File: config.mk
export PLATFORM = sky130hd
export DESIGN_NAME = lsu_bus_bridge_flat
export DESIGN_NICKNAME = d
export VERILOG_FILES = /design/src/rtl/lsu_bus_bridge_if.sv /design/src/rtl/lsu_bus_bridge.sv /design/src/flat_wrapper.sv
export SDC_FILE = /design/constraint.sdc
export NUM_CORES = 1
export LEC_CHECK = 0
export ABC_AREA = 1
export CAP_MARGIN = 20
export CELL_PAD_IN_SITES_DETAIL_PLACEMENT = 0
export CELL_PAD_IN_SITES_GLOBAL_PLACEMENT = 1
export CORE_ASPECT_RATIO = 0.9
export CORE_MARGIN = 2
export CORE_UTILIZATION = 33
export DETAILED_ROUTE_END_ITERATION = 16
export PLACE_DENSITY_LB_ADDON = 0.1
export SLEW_MARGIN = 20
export SYNTH_ARGS = -nofsm -noshare
export SYNTH_HDL_FRONTEND = slang
export SYNTH_SLANG_ARGS = --single-unit
File: constraint.sdc
create_clock -name clk -period 20.7 [get_ports clk]
set_input_delay 5.175 -clock clk [delete_from_list [all_inputs] [get_ports clk]]
set_output_delay 5.175 -clock clk [all_outputs]
set_load 0.005 [all_outputs]
File: src/rtl/lsu_bus_bridge_if.sv
// -----------------------------------------------------------------------------
// lsu_bus_bridge_if
//
// Data-memory bus between the LSU bridge (master) and the memory system (slave).
// The request channel is a valid/ready handshake; the response channel is a
// single-cycle valid pulse per request, returned in order.
//
//   req_valid   master -> slave  request valid, held until req_ready
//   req_ready   slave  -> master request accepted
//   req_we      master -> slave  1 = write, 0 = read
//   req_addr    master -> slave  8-byte-aligned address
//   req_be      master -> slave  byte enables (all ones for reads)
//   req_wdata   master -> slave  write data, lane-replicated
//   resp_valid  slave  -> master response valid, one cycle per request
//   resp_rdata  slave  -> master read data (don't-care for writes)
// -----------------------------------------------------------------------------
`ifndef XLEN
`define XLEN 64
`endif

interface lsu_bus_bridge_if;
    logic             req_valid;
    logic             req_ready;
    logic             req_we;
    logic [`XLEN-1:0] req_addr;
    logic [7:0]       req_be;
    logic [`XLEN-1:0] req_wdata;
    logic             resp_valid;
    logic [`XLEN-1:0] resp_rdata;

    modport master (
        output req_valid, req_we, req_addr, req_be, req_wdata,
        input  req_ready, resp_valid, resp_rdata
    );

    modport slave (
        input  req_valid, req_we, req_addr, req_be, req_wdata,
        output req_ready, resp_valid, resp_rdata
    );
endinterface

File: src/rtl/lsu_bus_bridge.sv
// -----------------------------------------------------------------------------
// lsu_bus_bridge
//
// Turns the mem stage's single-cycle RAM port into one bus transaction per
// access. The pipeline is stalled from the cycle the access is seen until the
// response (or a timeout) arrives; the result is presented for exactly one
// DONE cycle with stall low, during which the mem stage consumes it. The raw
// 64-bit word is returned; lane selection and sign extension stay upstream.
//
// A response that never arrives is abandoned after TIMEOUT_CYC cycles in
// RESP. Because the bus still owes that response, a "stale" flag remembers
// it so the late pulse is swallowed instead of being taken as the answer to
// a later access.
//
// Ports:
//   clk, rst        clock (rising edge) and asynchronous active-high reset
//   ram_addr_i      access address, bits [2:0] are zero
//   ram_wen_i       write request (only an access if ram_byte_en_i != 0)
//   ram_byte_en_i   write byte enables
//   ram_wdata_i     write data, lane-replicated
//   ram_ren_i       read request
//   ram_rdata_o     read word, valid in the DONE cycle only (0 for writes)
//   stall_o         hold the pipeline; RAM-port inputs are stable while high
//   err_o           one-cycle pulse in DONE when the access timed out
//   bus             data-memory bus, master side
// -----------------------------------------------------------------------------
`ifndef XLEN
`define XLEN 64
`endif

module lsu_bus_bridge #(
    parameter int unsigned TIMEOUT_CYC = 255,  // legal range 1 .. 2**CNT_W-1
    parameter int unsigned CNT_W       = 8
) (
    input  logic              clk,
    input  logic              rst,
    input  logic [`XLEN-1:0]  ram_addr_i,
    input  logic              ram_wen_i,
    input  logic [7:0]        ram_byte_en_i,
    input  logic [`XLEN-1:0]  ram_wdata_i,
    input  logic              ram_ren_i,
    output logic [`XLEN-1:0]  ram_rdata_o,
    output logic              stall_o,
    output logic              err_o,
    lsu_bus_bridge_if.master  bus
);

    // Counter value seen in the last RESP cycle before giving up. The counter
    // starts at 0 in the first RESP cycle, so this allows TIMEOUT_CYC cycles.
    localparam logic [CNT_W-1:0] LAST_CNT = CNT_W'(TIMEOUT_CYC - 1);

    typedef enum logic [1:0] {
        S_IDLE,
        S_REQ,
        S_RESP,
        S_DONE
    } state_t;

    state_t           state_q, state_d;
    logic             we_q, we_d;
    logic [`XLEN-1:0] addr_q, addr_d;
    logic [7:0]       be_q, be_d;
    logic [`XLEN-1:0] wdata_q, wdata_d;
    logic [`XLEN-1:0] rdata_q, rdata_d;
    logic             err_q, err_d;
    logic             stale_q, stale_d;
    logic [CNT_W-1:0] cnt_q, cnt_d;

    logic wr_access;
    logic access;
    logic resp_fresh;

    // A write with no enabled byte lane does nothing, so it must not stall.
    // When a real write and a read are requested together the write wins.
    assign wr_access  = ram_wen_i && (ram_byte_en_i != 8'h00);
    assign access     = wr_access || ram_ren_i;

    // A response only belongs to the current access when no abandoned
    // access is still owed one.
    assign resp_fresh = bus.resp_valid && !stale_q;

    // -------------------------------------------------------------------------
    // Next-state and output logic
    // -------------------------------------------------------------------------
    always_comb begin
        // NOTE: every signal assigned here gets a default first, so no path
        // through the case statement can leave one unassigned and infer a latch.
        state_d = state_q;
        we_d    = we_q;
        addr_d  = addr_q;
        be_d    = be_q;
        wdata_d = wdata_q;
        rdata_d = rdata_q;
        err_d   = err_q;
        stale_d = stale_q;
        cnt_d   = cnt_q;
        stall_o = 1'b0;

        // Any response pulse settles the one owed to an abandoned access.
        // In RESP this is also how a stale pulse gets swallowed; a timeout
        // below may set the flag again in the same cycle.
        if (bus.resp_valid) begin
            stale_d = 1'b0;
        end

        unique case (state_q)
            S_IDLE: begin
                stall_o = access;
                if (access) begin
                    we_d    = wr_access;
                    addr_d  = ram_addr_i;
                    be_d    = wr_access ? ram_byte_en_i : 8'hFF;
                    wdata_d = ram_wdata_i;
                    state_d = S_REQ;
                end
            end

            S_REQ: begin
                stall_o = 1'b1;
                if (bus.req_ready) begin
                    cnt_d   = '0;
                    state_d = S_RESP;
                end
            end

            S_RESP: begin
                stall_o = 1'b1;
                cnt_d   = cnt_q + CNT_W'(1);
                if (resp_fresh) begin
                    rdata_d = we_q ? '0 : bus.resp_rdata;
                    err_d   = 1'b0;
                    state_d = S_DONE;
                end else if (cnt_q == LAST_CNT) begin
                    rdata_d = '0;
                    err_d   = 1'b1;
                    stale_d = 1'b1;
                    state_d = S_DONE;
                end
            end

            S_DONE: begin
                // stall_o stays low: the pipeline advances and takes rdata now.
                err_d   = 1'b0;
                state_d = S_IDLE;
            end

            default: begin
                state_d = S_IDLE;
            end
        endcase
    end

    // -------------------------------------------------------------------------
    // State registers
    // -------------------------------------------------------------------------
    always_ff @(posedge clk or posedge rst) begin
        if (rst) begin
            state_q <= S_IDLE;
            we_q    <= 1'b0;
            addr_q  <= '0;
            be_q    <= 8'h00;
            wdata_q <= '0;
            rdata_q <= '0;
            err_q   <= 1'b0;
            stale_q <= 1'b0;
            cnt_q   <= '0;
        end else begin
            // NOTE: non-blocking assignments so every register samples the
            // values from before this edge, regardless of statement order.
            state_q <= state_d;
            we_q    <= we_d;
            addr_q  <= addr_d;
            be_q    <= be_d;
            wdata_q <= wdata_d;
            rdata_q <= rdata_d;
            err_q   <= err_d;
            stale_q <= stale_d;
            cnt_q   <= cnt_d;
        end
    end

    // -------------------------------------------------------------------------
    // Outputs: all come straight from registers (valid from the state flop).
    // -------------------------------------------------------------------------
    assign bus.req_valid = (state_q == S_REQ);
    assign bus.req_we    = we_q;
    assign bus.req_addr  = addr_q;
    assign bus.req_be    = be_q;
    assign bus.req_wdata = wdata_q;
    assign ram_rdata_o   = rdata_q;
    assign err_o         = err_q;

    // -------------------------------------------------------------------------
    // Protocol properties
    // -------------------------------------------------------------------------
    a_valid_held : assert property (@(posedge clk) disable iff (rst)
        (bus.req_valid && !bus.req_ready) |=> bus.req_valid);

    a_fields_stable : assert property (@(posedge clk) disable iff (rst)
        (bus.req_valid && !bus.req_ready) |=>
            $stable({bus.req_we, bus.req_addr, bus.req_be, bus.req_wdata}));

    a_err_only_done : assert property (@(posedge clk) disable iff (rst)
        err_q |-> (state_q == S_DONE));

endmodule

File: src/flat_wrapper.sv
// flat-port wrapper written by rule: the top's interface ports become plain ports
module lsu_bus_bridge_flat 
#(
    parameter int unsigned TIMEOUT_CYC = 255,                                
    parameter int unsigned CNT_W       = 8
)
  (clk, rst, ram_addr_i, ram_wen_i, ram_byte_en_i, ram_wdata_i, ram_ren_i, ram_rdata_o, stall_o, err_o, bus_req_valid, bus_req_we, bus_req_addr, bus_req_be, bus_req_wdata, bus_req_ready, bus_resp_valid, bus_resp_rdata);
  lsu_bus_bridge_if bus_i ();
  input  logic clk;
  input  logic rst;
  input  logic [`XLEN-1:0] ram_addr_i;
  input  logic ram_wen_i;
  input  logic [7:0] ram_byte_en_i;
  input  logic [`XLEN-1:0] ram_wdata_i;
  input  logic ram_ren_i;
  output logic [`XLEN-1:0] ram_rdata_o;
  output logic stall_o;
  output logic err_o;
  output wire logic [$bits(bus_i.req_valid)-1:0] bus_req_valid;
  output wire logic [$bits(bus_i.req_we)-1:0] bus_req_we;
  output wire logic [$bits(bus_i.req_addr)-1:0] bus_req_addr;
  output wire logic [$bits(bus_i.req_be)-1:0] bus_req_be;
  output wire logic [$bits(bus_i.req_wdata)-1:0] bus_req_wdata;
  input wire logic [$bits(bus_i.req_ready)-1:0] bus_req_ready;
  input wire logic [$bits(bus_i.resp_valid)-1:0] bus_resp_valid;
  input wire logic [$bits(bus_i.resp_rdata)-1:0] bus_resp_rdata;
  assign bus_req_valid = bus_i.req_valid;
  assign bus_req_we = bus_i.req_we;
  assign bus_req_addr = bus_i.req_addr;
  assign bus_req_be = bus_i.req_be;
  assign bus_req_wdata = bus_i.req_wdata;
  assign bus_i.req_ready = bus_req_ready;
  assign bus_i.resp_valid = bus_resp_valid;
  assign bus_i.resp_rdata = bus_resp_rdata;
  lsu_bus_bridge #(.TIMEOUT_CYC(TIMEOUT_CYC), .CNT_W(CNT_W)) u_core (.clk(clk), .rst(rst), .ram_addr_i(ram_addr_i), .ram_wen_i(ram_wen_i), .ram_byte_en_i(ram_byte_en_i), .ram_wdata_i(ram_wdata_i), .ram_ren_i(ram_ren_i), .ram_rdata_o(ram_rdata_o), .stall_o(stall_o), .err_o(err_o), .bus(bus_i));
endmodule
==> results.md, run 1 <==
- Busiest layer in global routing: met2
- Final worst path period share: 64.0%
- IO buf count: 409
- Post-synth top area cell: dfrtp_1
- Initial Util: 33.7%
- Post-Syn Instances: approximately 1000
- Fin area: roughly 14000 um2
- Post-synthesis mux area share: 0%
- I/O Pins: 410
- Die ar.: 29000 um2
- Gpl congestion: 0.795
- CTS root buffer: clkbuf_16
- CTS Hold Bufs: 0
- Gr ovfl total: 0
- 1st-pass router iterations: 4
- Syn Nets: 1188
- Unrepaired setup endpoints after global routing: no
- Antenna violations before repair: 4
- Met2 Usage GRT: 32.5%
- Cell Count Post-Placement: 1683
- Xor/xnor share of the synthesized area: 0.0958%
- Avg Cell Area, Syn: 9.36 um2
- Via count: approximately 8k
- DP HPWL: 20700 um
- Slew margin rel.: 27.6%
- GR Util met1: 26.0%
- Vias in the first global route: 7796
- Post-synthesis adder-cell area fraction: less than 1%
- Crit path arrival time: 8.06 ns
- Setup Crit Path Kind: in -> out
- Pin count of the biggest net entering global routing: 99
- Post-Synth Simple-Gate Area: 26.1%
- Leakage power: 6.44 nW
- Startpoint types: input port
- Crit end category: output port
- Synth Cell Area: 9140 um2
- PD cells: 146 nW/um2
- Vias/cell: 4.62
- Post-layout min period: 13.24 ns
- Min-delay worst type: reg -> reg
- Fmax: ~0.076 GHz
- Area Growth Syn to Fin: 54.7%
- Iter 0 DRT Violations: 370
- Setup Buffers After CTS: 0
- Synth Warn #: 0
- First-pass GRT wire length: roughly 46000 um
- Worst-Margin Slew: 1.09 ns
- Num rows: 57
- Sink Count: 213
- Fin. Hold Viols: 0
- DRC violations left: 0
- Layout cells sized above 1: a little under a tenth
- Final core occ: 52.2%
- Die width: 179 um
- Cell Area, Placed: 13400 um2
- Cell variety after synth: 29
- Routed WL: 29900 um
- Setup violators final: 0
- Setup Skew: 0.0172 ns
- Crit-path max FO: 50
- Setup TNS Final: 0 ns
- Post-DRT Antenna Nets: 0
- Global Route Usage Sum: approximately a fifth
- H-tree depth: 1
- CTS Buf Count: 24
- Max-cap viol count: 0
- Total core area: around 27000 um2
- Status: finished clean
- Non-Filler Instances: 1725
- Nets: roughly 1.6k
- Complex-gate fraction of the synthesized area: under 10%
- CTS tree: done
- Sequential share of the synthesized area: between 50% and 60%
- VDD IR max: 0.0801 mV
- Die Height: 162 um
- Clock tree buffer depth: 3
- CP Data Required Time: 15.53 ns
- Largest cells by area after synthesis: dfrtp_1, nand2_1, nand3_1
- Largest family of logic cells by synthesized area: simple AND/OR/NAND/NOR gates
- Post_cts resized: 0
- Grt met3 use: 5.04%
- Max-slew violation count: 0
- Clock transition at the registers of the reported paths: roughly 0.060 ns
- Filler cell count: 2555
- Clk Latency, worst-skew pair: 0.51 ns
- Area fraction of the dominant cell type after synthesis: 58.3%
- WL per Instance: 17.3 um
- Yosys reg bits: 213
-- final cells by class --
| cell class | instances | area [um2] | area share (%) |
|---|---|---|---|
| Clock inverter | 4 | 45.0 | 0.319 |
| Antenna cell | 3 | 7.51 | 0.0531 |
| Inverter | 84 | 323 | 2.28 |
| Sequential cell | 213 | 5330 | 37.7 |
| Tap cell | 354 | 443 | 3.13 |
| Timing Repair Buffer | 418 | 4170 | 29.5 |
| Multi-Input combinational cell | 614 | 3100 | 21.9 |
| Clock buffer | 35 | 723 | 5.12 |
-- worst paths after layout --
path / from / end / slack, ns / cells after the start
min in group asynchronous: rst / u_core.bus.req_wdata[34] / 5.13 / 2
worst min-delay path: u_core.bus.req_wdata[7] / u_core.bus.req_wdata[7] / 0.47 / 2
worst min register to register: u_core.bus.req_wdata[7] / u_core.bus.req_wdata[7] / 0.47 / 2
worst max register to register: u_core.state_q[0] / u_core.ram_rdata_o[36] / 17.74 / 8
worst max-delay path: ram_byte_en_i[1] / stall_o / 7.46 / 9
max in group asynchronous: rst / u_core.cnt_q[6] / 14.26 / 3
-- cell usage in the layout, fill, tap and decap left out, types with 2 or more instances in the layout --
| master | synthesis | routed |
|---|---|---|
| a21oi_1 | 4 | 4 |
| buf_4 | 4 | 8 |
| clkbuf_1 | 7 | 4 |
| clkbuf_16 | 0 | 25 |
| clkbuf_8 | 0 | 6 |
| clkdlybuf4s50_1 | 0 | 409 |
| clkinv_2 | 0 | 3 |
| dfrtp_1 | 213 | 213 |
| diode_2 | 0 | 3 |
| ha_1 | 6 | 5 |
| inv_1 | 84 | 83 |
| nand2_1 | 291 | 289 |
| nand2_4 | 0 | 2 |
| nand3_1 | 167 | 167 |
| nand3_2 | 31 | 31 |
| nand4_1 | 4 | 4 |
| nor2_1 | 20 | 20 |
| nor3_1 | 4 | 4 |
| o21ai_0 | 22 | 22 |
| o21ai_1 | 15 | 15 |
| o21ai_2 | 40 | 40 |
| o22ai_1 | 2 | 2 |
-- per-stage QoR --
stage               worst slack (ns)  hold WS [ns]  total power, mW
floorplan                       9.49         0.451             1.12
global placement                7.42         0.452             1.65
CTS                             7.37         0.472             2.10
detailed placement              7.40         0.457             1.67
global route                    7.19         0.486             2.21
finish                          7.46         0.467             2.06
-- sequential cells by signal, indices dropped and copies added (netlist names) --
register and count:
u_core.ram_rdata_o 64, u_core.cnt_q 8, u_core.bus.req_be 8, u_core.state_q 2
u_core.bus.req_we 1, u_core.bus.req_addr 64, u_core.err_o 1, u_core.bus.req_wdata 64
u_core.stale_q 1
-- synth_stat cells (all sizes together) --
cell type and number:
a21boi 1, a21oi 6, buf 57, clkbuf 8
dfrtp 213, ha 6, inv 84, nand2 292
nand3 198, nand4 4, nor2 22, nor3 4
o21ai 77, o22ai 2, or2 1, xor2 1
-- power by group --
group,switching (mW),total (mW),internal (mW)
combinational,0.435,0.928,0.493
clock,0.169,0.421,0.252
sequential,0.102,0.715,0.614
total,0.706,2.06,1.36
-- kinds of logic after synthesis --
logic type	Yosys count
xor gates and xnor gates	1
buffers and inverters	149
AOI/OAI and AO/OA	86
and+or+nand+nor	521
adders and majority gates	6
DFF	213
-- per-layer routing --
layer	vias to the layer above	wire, um
met5	-	13
met3	51	1990
li1	3885	-
met4	2	970
met1	3764	12800
met2	261	14200
-- worst max-delay path, cell delays in order --
cell             delay (ns)
clkdlybuf4s50_1        0.43
nor2_1                 0.31
nand2_1                0.09
o21ai_1                0.45
buf_4                  0.25
nand2_4                0.23
nand2_4                0.49
a21oi_1                0.14
clkdlybuf4s50_1        0.49
Note: power is estimated with default switching activity, not from simulation.
==> inputs of run 2 (changes only) <==
--- a/config.mk
+++ b/config.mk
@@ -11,7 +11,7 @@
 export CELL_PAD_IN_SITES_GLOBAL_PLACEMENT = 1
 export CORE_ASPECT_RATIO = 0.9
 export CORE_MARGIN = 2
-export CORE_UTILIZATION = 33
+export CORE_UTILIZATION = 30
 export DETAILED_ROUTE_END_ITERATION = 16
 export PLACE_DENSITY_LB_ADDON = 0.1
 export SLEW_MARGIN = 20
==> constraint.sdc (replaced) <==
create_clock -name clk -period 12.8 [get_ports clk]
set_input_delay 3.2 -clock clk [delete_from_list [all_inputs] [get_ports clk]]
set_output_delay 3.2 -clock clk [all_outputs]
set_load 0.005 [all_outputs]
==> results.md, run 2 (synthesis results as in run 1) <==
- Die width: 188 um (+4.8%)
- Routed WL: 30000 um (+0.14%)
- Vias in the first global route: 7966 (+2.2%)
- Setup Skew: 0.00902 ns (-0.00813 ns)
- Pin count of the biggest net entering global routing: 102 (+3.0%)
- Cell Area, Placed: 13400 um2 (+0.40%)
- Nets: 1568 (+0.064%)
- Min-delay worst type: reg -> reg
- H-tree depth: 1 (unchanged)
- Max-cap viol count: 0 (unchanged)
- Fin area: 14200 um2 (+0.68%)
- Post-layout min period: between 9 and 10 ns
- Sink Count: 213 (unchanged)
- Antenna violations before repair: 3 (-1)
- Gpl congestion: 0.772 (-2.9%)
- Crit path from: ram_byte_en_i[0]
- Via count: 7833 (-1.6%)
- CTS root buffer: clkbuf_16
- Pwr Total: 3.36 mW (+63%)
- Max-slew violation count: 0 (unchanged)
- Leakage power: 6.46 nW (+0.30%)
- Setup TNS Final: 0 ns (unchanged)
- Startpoint types: input port
- Filler cell count: 2853 (+12%)
- Vias/cell: 4.40 (-4.6%)
- Iter 0 DRT Violations: 412 (+11%)
- VDD IR max: 0.130 mV (+62%)
- Clock transition at the registers of the reported paths: 0.05 ns (about the same)
- Setup Crit Path Kind: in -> out
- Dpl ws: 3.02 ns (-4.38 ns)
- Final setup margin: 3.08 ns (-4.38 ns)
- Layout cells sized above 1: 9.32% (+0.19 points)
- 1st-pass router iterations: 6 (+2)
- Hold_ws: 0.464 ns (-0.00294 ns)
- Status: finished clean
- CTS Hold Bufs: 0 (unchanged)
- Final worst path period share: approximately three quarters
- Fin. Hold Viols: 0 (unchanged)
- Total core area: 30000 um2 (+11%)
- Setup Buffers After CTS: 0 (unchanged)
- Area Growth Syn to Fin: 55.7%
- Clk Latency, worst-skew pair: 0.52 ns (about the same)
- Launching point of the worst reg2reg path: u_core.state_q[0]
- Crit end category: output port
- CP Data Required Time: 9.60 ns (-5.93 ns)
- Die ar.: 31900 um2 (+9.8%)
- Crit path arrival time: 6.52 ns (-1.54 ns)
- Min-delay src: u_core.bus.req_addr[38]
- PD cells: 236 nW/um2 (+62%)
- Clock tree buffer depth: 3 (unchanged)
- Gr ovfl total: 0 (unchanged)
- CTS Buf Count: 26 (+8.3%)
- First-pass GRT wire length: 46900 um (+1.5%)
- Post_cts resized: 0 (unchanged)
- Unrepaired setup endpoints after global routing: no
- Slew margin rel.: 29.2% (+1.6 points)
- IO buf count: 409 (unchanged)
- Worst-Margin Slew: 1.06 ns (-0.0235 ns)
- Die Height: 170 um (+4.8%)
- Commonest non-fill, non-tap cell in the layout: clkdlybuf4s50_1
- Initial Util: 30.5% (-3.2 points)
- Global Route Usage Sum: 18.5% (-1.5 points)
- Commonest non-fill, non-tap cells in the layout: clkdlybuf4s50_1, nand2_1, dfrtp_1
- Fmax: 0.103 GHz
- WL per Instance: 16.8 um (-2.9%)
- DP HPWL: 20400 um (-1.4%)
- Num rows: 60 (+5.3%)
- Crit-path max FO: 55 (+10%)
- CTS tree: done
- Setup violators final: 0 (unchanged)
- Post-DRT Antenna Nets: 0 (unchanged)
- I/O Pins: 410 (unchanged)
- DRC violations left: 0 (unchanged)
run 2: cell count changes in the layout (fill, tap and decap cells not counted), sizes merged:
cell / delta
clkbuf: +4
clkinv: +2
buf: -1
bufinv: -1
inv: +1
run 2: cell type report:
type | count | area (um2) | share of cell area, %
diodes | 3 | 7.51 | 0.0527
repair buffers | 417 | 4150 | 29.2
clock buffers | 39 | 781 | 5.49
clock inverters | 6 | 33.8 | 0.237
multi-input cells | 614 | 3100 | 21.8
inverters | 84 | 323 | 2.27
flip-flops and latches | 213 | 5330 | 37.4
well taps | 403 | 504 | 3.54
run 2: worst paths after layout:
path	slack, ns	depth (start not counted)	to
worst max-delay path	3.08	8	stall_o
worst min-delay path	0.46	2	u_core.bus.req_addr[38]
worst min register to register	0.46	2	u_core.bus.req_addr[38]
min in group asynchronous	3.21	2	u_core.ram_rdata_o[41]
worst max register to register	9.80	8	u_core.ram_rdata_o[36]
max in group asynchronous	8.27	3	u_core.bus.req_addr[38]
run 2: per-layer routing:
layer	global-route usage, %	share of wire [%]	vias to the layer above
met3	5.05	6.9	63
met2	28.4	45	265
met4	8.35	4.1	0
met1	24.3	44	3614
li1	-	-	3891
met5	0	0	-
run 2: per-stage QoR:
step / util, % / std cells
2_1_floorplan: - / 976
3_3_place_gp: 44.8 / 1731
3_5_place_dp: 44.8 / 1731
4_1_cts: 47.5 / 1776
5_1_grt: 47.5 / 1779
6_report: 47.5 / 1779
run 2: report_power, final:
part	internal (mW)	switching, mW
clock network	0.418	0.286
registers	0.993	0.164
logic	0.796	0.701
total	2.21	1.15
run 2: critical path, stage by stage:
cell and delay [ns]:
clkdlybuf4s50_1 0.45, nor2_1 0.23, nand2_1 0.08, o21ai_1 0.77
nand2_4 0.54, nand2_4 0.62, a21oi_1 0.13, clkdlybuf4s50_1 0.48
==> inputs of run 3 (changes only) <==
==> constraint.sdc (replaced) <==
create_clock -name clk -period 9.1 [get_ports clk]
set_input_delay 2.275 -clock clk [delete_from_list [all_inputs] [get_ports clk]]
set_output_delay 2.275 -clock clk [all_outputs]
set_load 0.005 [all_outputs]
==> results.md, run 3 (synthesis results as in run 1) <==
- Die Height: 170 um (unchanged)
- Setup Crit Path Kind: in -> out
- Sink Count: 213 (unchanged)
- Post-layout min period: 6.95 ns
- Leakage power: 6.51 nW (+0.80%)
- WL per Instance: 16.8 um (about the same)
- DP HPWL: 20300 um (-0.40%)
- Antenna violations before repair: 2 (-1)
- Nets: 1569 (+0.064%)
- Grt met3 use: 5.07% (+0.021 points)
- Clk Latency, worst-skew pair: 0.52 ns (about the same)
- Crit end category: output port
- Final core occ: 47.9% (+0.35 points)
- Vias in the first global route: 7783 (-2.3%)
- Busiest layer in global routing: met2
- Commonest non-fill, non-tap cell in the layout: clkdlybuf4s50_1
- VDD IR max: 0.238 mV (+83%)
- Met2 Usage GRT: 30.1% (+1.7 points)
- Fin. Hold Viols: 0 (unchanged)
- Global Route Usage Sum: 18.2% (-0.24 points)
- Multi-input logic area: 3100 um2 (unchanged)
- Internal cell power: 3.18 mW (+44%)
- CP Data Required Time: 6.83 ns (-2.77 ns)
- Setup TNS Final: 0 ns (unchanged)
- Initial Util: 30.5% (unchanged)
- H-tree depth: 1 (unchanged)
- CTS root buffer: clkbuf_16
- PD cells: 335 nW/um2 (+42%)
- Net Switching: 1.62 mW (+41%)
- I/O Pins: 410 (unchanged)
- Layout cells sized above 1: 9.88% (+0.55 points)
- Storage cell area: 5330 um2 (unchanged)
- Die ar.: 31900 um2 (unchanged)
- Via count: 7914 (+1.0%)
- Sequential power share: 33.9% (-0.5 points)
- IO buf count: 409 (unchanged)
- Max-slew violation count: 0 (unchanged)
- Slew margin rel.: 36.2% (+7.0 points)
- GR Util met1: 23.1% (-1.2 points)
- Pin count of the biggest net entering global routing: 98 (-3.9%)
- Post_cts resized: 0 (unchanged)
- Iter 0 DRT Violations: 435 (+5.6%)
- First-pass GRT wire length: 46100 um (-1.6%)
- CTS Buf Count: 26 (unchanged)
- Total core area: 30000 um2 (unchanged)
- Die width: 188 um (unchanged)
- Setup Buffers After CTS: 0 (unchanged)
- Clk pwr share: 22.2% (+1.2 points)
- Startpoint types: input port
- Post-DRT Antenna Nets: 0 (unchanged)
- Setup violators final: 0 (unchanged)
- CTS tree: done
- CP cell instances: clkdlybuf4s50_1 -> nor2_1 -> nand2_1 -> o21ai_1 -> buf_4 -> nand2_4 -> nand2_4 -> a21oi_1 -> clkdlybuf4s50_1
- Filler cell count: 2907 (+1.9%)
- Slowest cell on crit path: clkdlybuf4s50_1
- Unrepaired setup endpoints after global routing: no
- Final worst path period share: 76.4%
- Switching part of the total: 33.8% (-0.44 points)
- Max incr delay on CP: 0.46 ns (-0.31 ns)
- Clock tree buffer depth: 3 (unchanged)
- 1st-pass router iterations: 4 (-2)
- Crit path arrival time: 4.67 ns (-1.85 ns)
- Gate power share: 43.9% (-0.7 points)
- Max-cap viol count: 0 (unchanged)
- Crit-path max FO: 41 (-25%)
- Clock transition at the registers of the reported paths: 0.06 ns (about the same)
- Vias/cell: 4.44 (+0.86%)
- Fmax: 0.144 GHz
- Setup Skew: 0.0156 ns (+0.00656 ns)
- Routed WL: 30000 um (+0.11%)
- DRC violations left: 0 (unchanged)
- Num rows: 60 (unchanged)
- Gpl congestion: 0.756 (-2.0%)
- Commonest non-fill, non-tap cells in the layout: clkdlybuf4s50_1, nand2_1, dfrtp_1
- Min-delay worst type: reg -> reg
- Area Growth Syn to Fin: 56.9%
- Status: finished clean
- Gr ovfl total: 0 (unchanged)
- CTS Hold Bufs: 0 (unchanged)
- Worst-Margin Slew: 0.957 ns (-0.105 ns)
-- run 3: cell types whose count changed in the layout (fill, tap and decap cells not counted) --
cell        change
buf_12          +1
bufinv_16       +1
clkbuf_1        -4
clkbuf_8        +5
clkinv_2        +1
clkinvlp_4      +1
diode_2         -1
inv_6           -1
-- run 3: final timing paths --
kind                                         start                        to  slack [ns]  cells past startpoint
min in group asynchronous                      rst    u_core.ram_rdata_o[41]        2.25                      2
max                               ram_byte_en_i[0]                   stall_o        2.15                      9
max in group asynchronous                      rst    u_core.ram_rdata_o[63]        5.48                      3
min                        u_core.bus.req_addr[26]   u_core.bus.req_addr[26]        0.46                      2
min reg2reg                u_core.bus.req_addr[26]   u_core.bus.req_addr[26]        0.46                      2
max reg2reg                      u_core.state_q[0]  u_core.bus.req_wdata[51]        6.39                      7
-- run 3: metrics by stage --
step	hold WS (ns)	cells	power, mW	setup WS (ns)	area [um2]
floorplan	0.451	976	2.55	1.00	9140
detailed placement	0.457	1732	3.79	2.13	13400
global placement	0.452	1732	3.77	2.17	13400
CTS	0.472	1780	4.89	2.12	14300
finish	0.464	1782	4.80	2.15	14300
global route	0.490	1782	5.16	2.00	14300
-- run 3: power by group through the flow --
| stage | Combinational, mW | Sequential [mW] | Clock (mW) |
|---|---|---|---|
| 6_report | 2.11 | 1.63 | 1.07 |
| 5_1_grt | 2.33 | 1.69 | 1.14 |
| 4_1_cts | 2.16 | 1.63 | 1.10 |
| 3_5_place_dp | 2.15 | 1.64 | 0 |
| 3_3_place_gp | 2.14 | 1.63 | 0 |
| 2_1_floorplan | 0.875 | 1.67 | 0 |
-- run 3: worst max-delay path: cells and delay by family --
kind                   cells  cell delay [ns]
buffers and inverters      3             1.16
AND/OR/NAND/NOR            4             0.69
AO/OA/AOI/OAI              2             0.52
-- run 3: final cells by class --
| cell class | instances | share of cell area [%] |
|---|---|---|
| tap | 403 | 3.52 |
| clock inverter | 8 | 0.471 |
| inverter | 84 | 2.25 |
| clock buffer | 40 | 5.82 |
| antenna | 2 | 0.0349 |
| timing repair buffer | 418 | 29.1 |
| multi-input combinational | 614 | 21.6 |
| sequential | 213 | 37.2 |
-- run 3: metal layers --
layer,wire length (um),vias up,share of wire (%)
met5,0,-,0
met1,12800,3724,43
met3,2080,45,7.0
met2,14200,251,47
li1,-,3894,-
met4,906,0,3.0
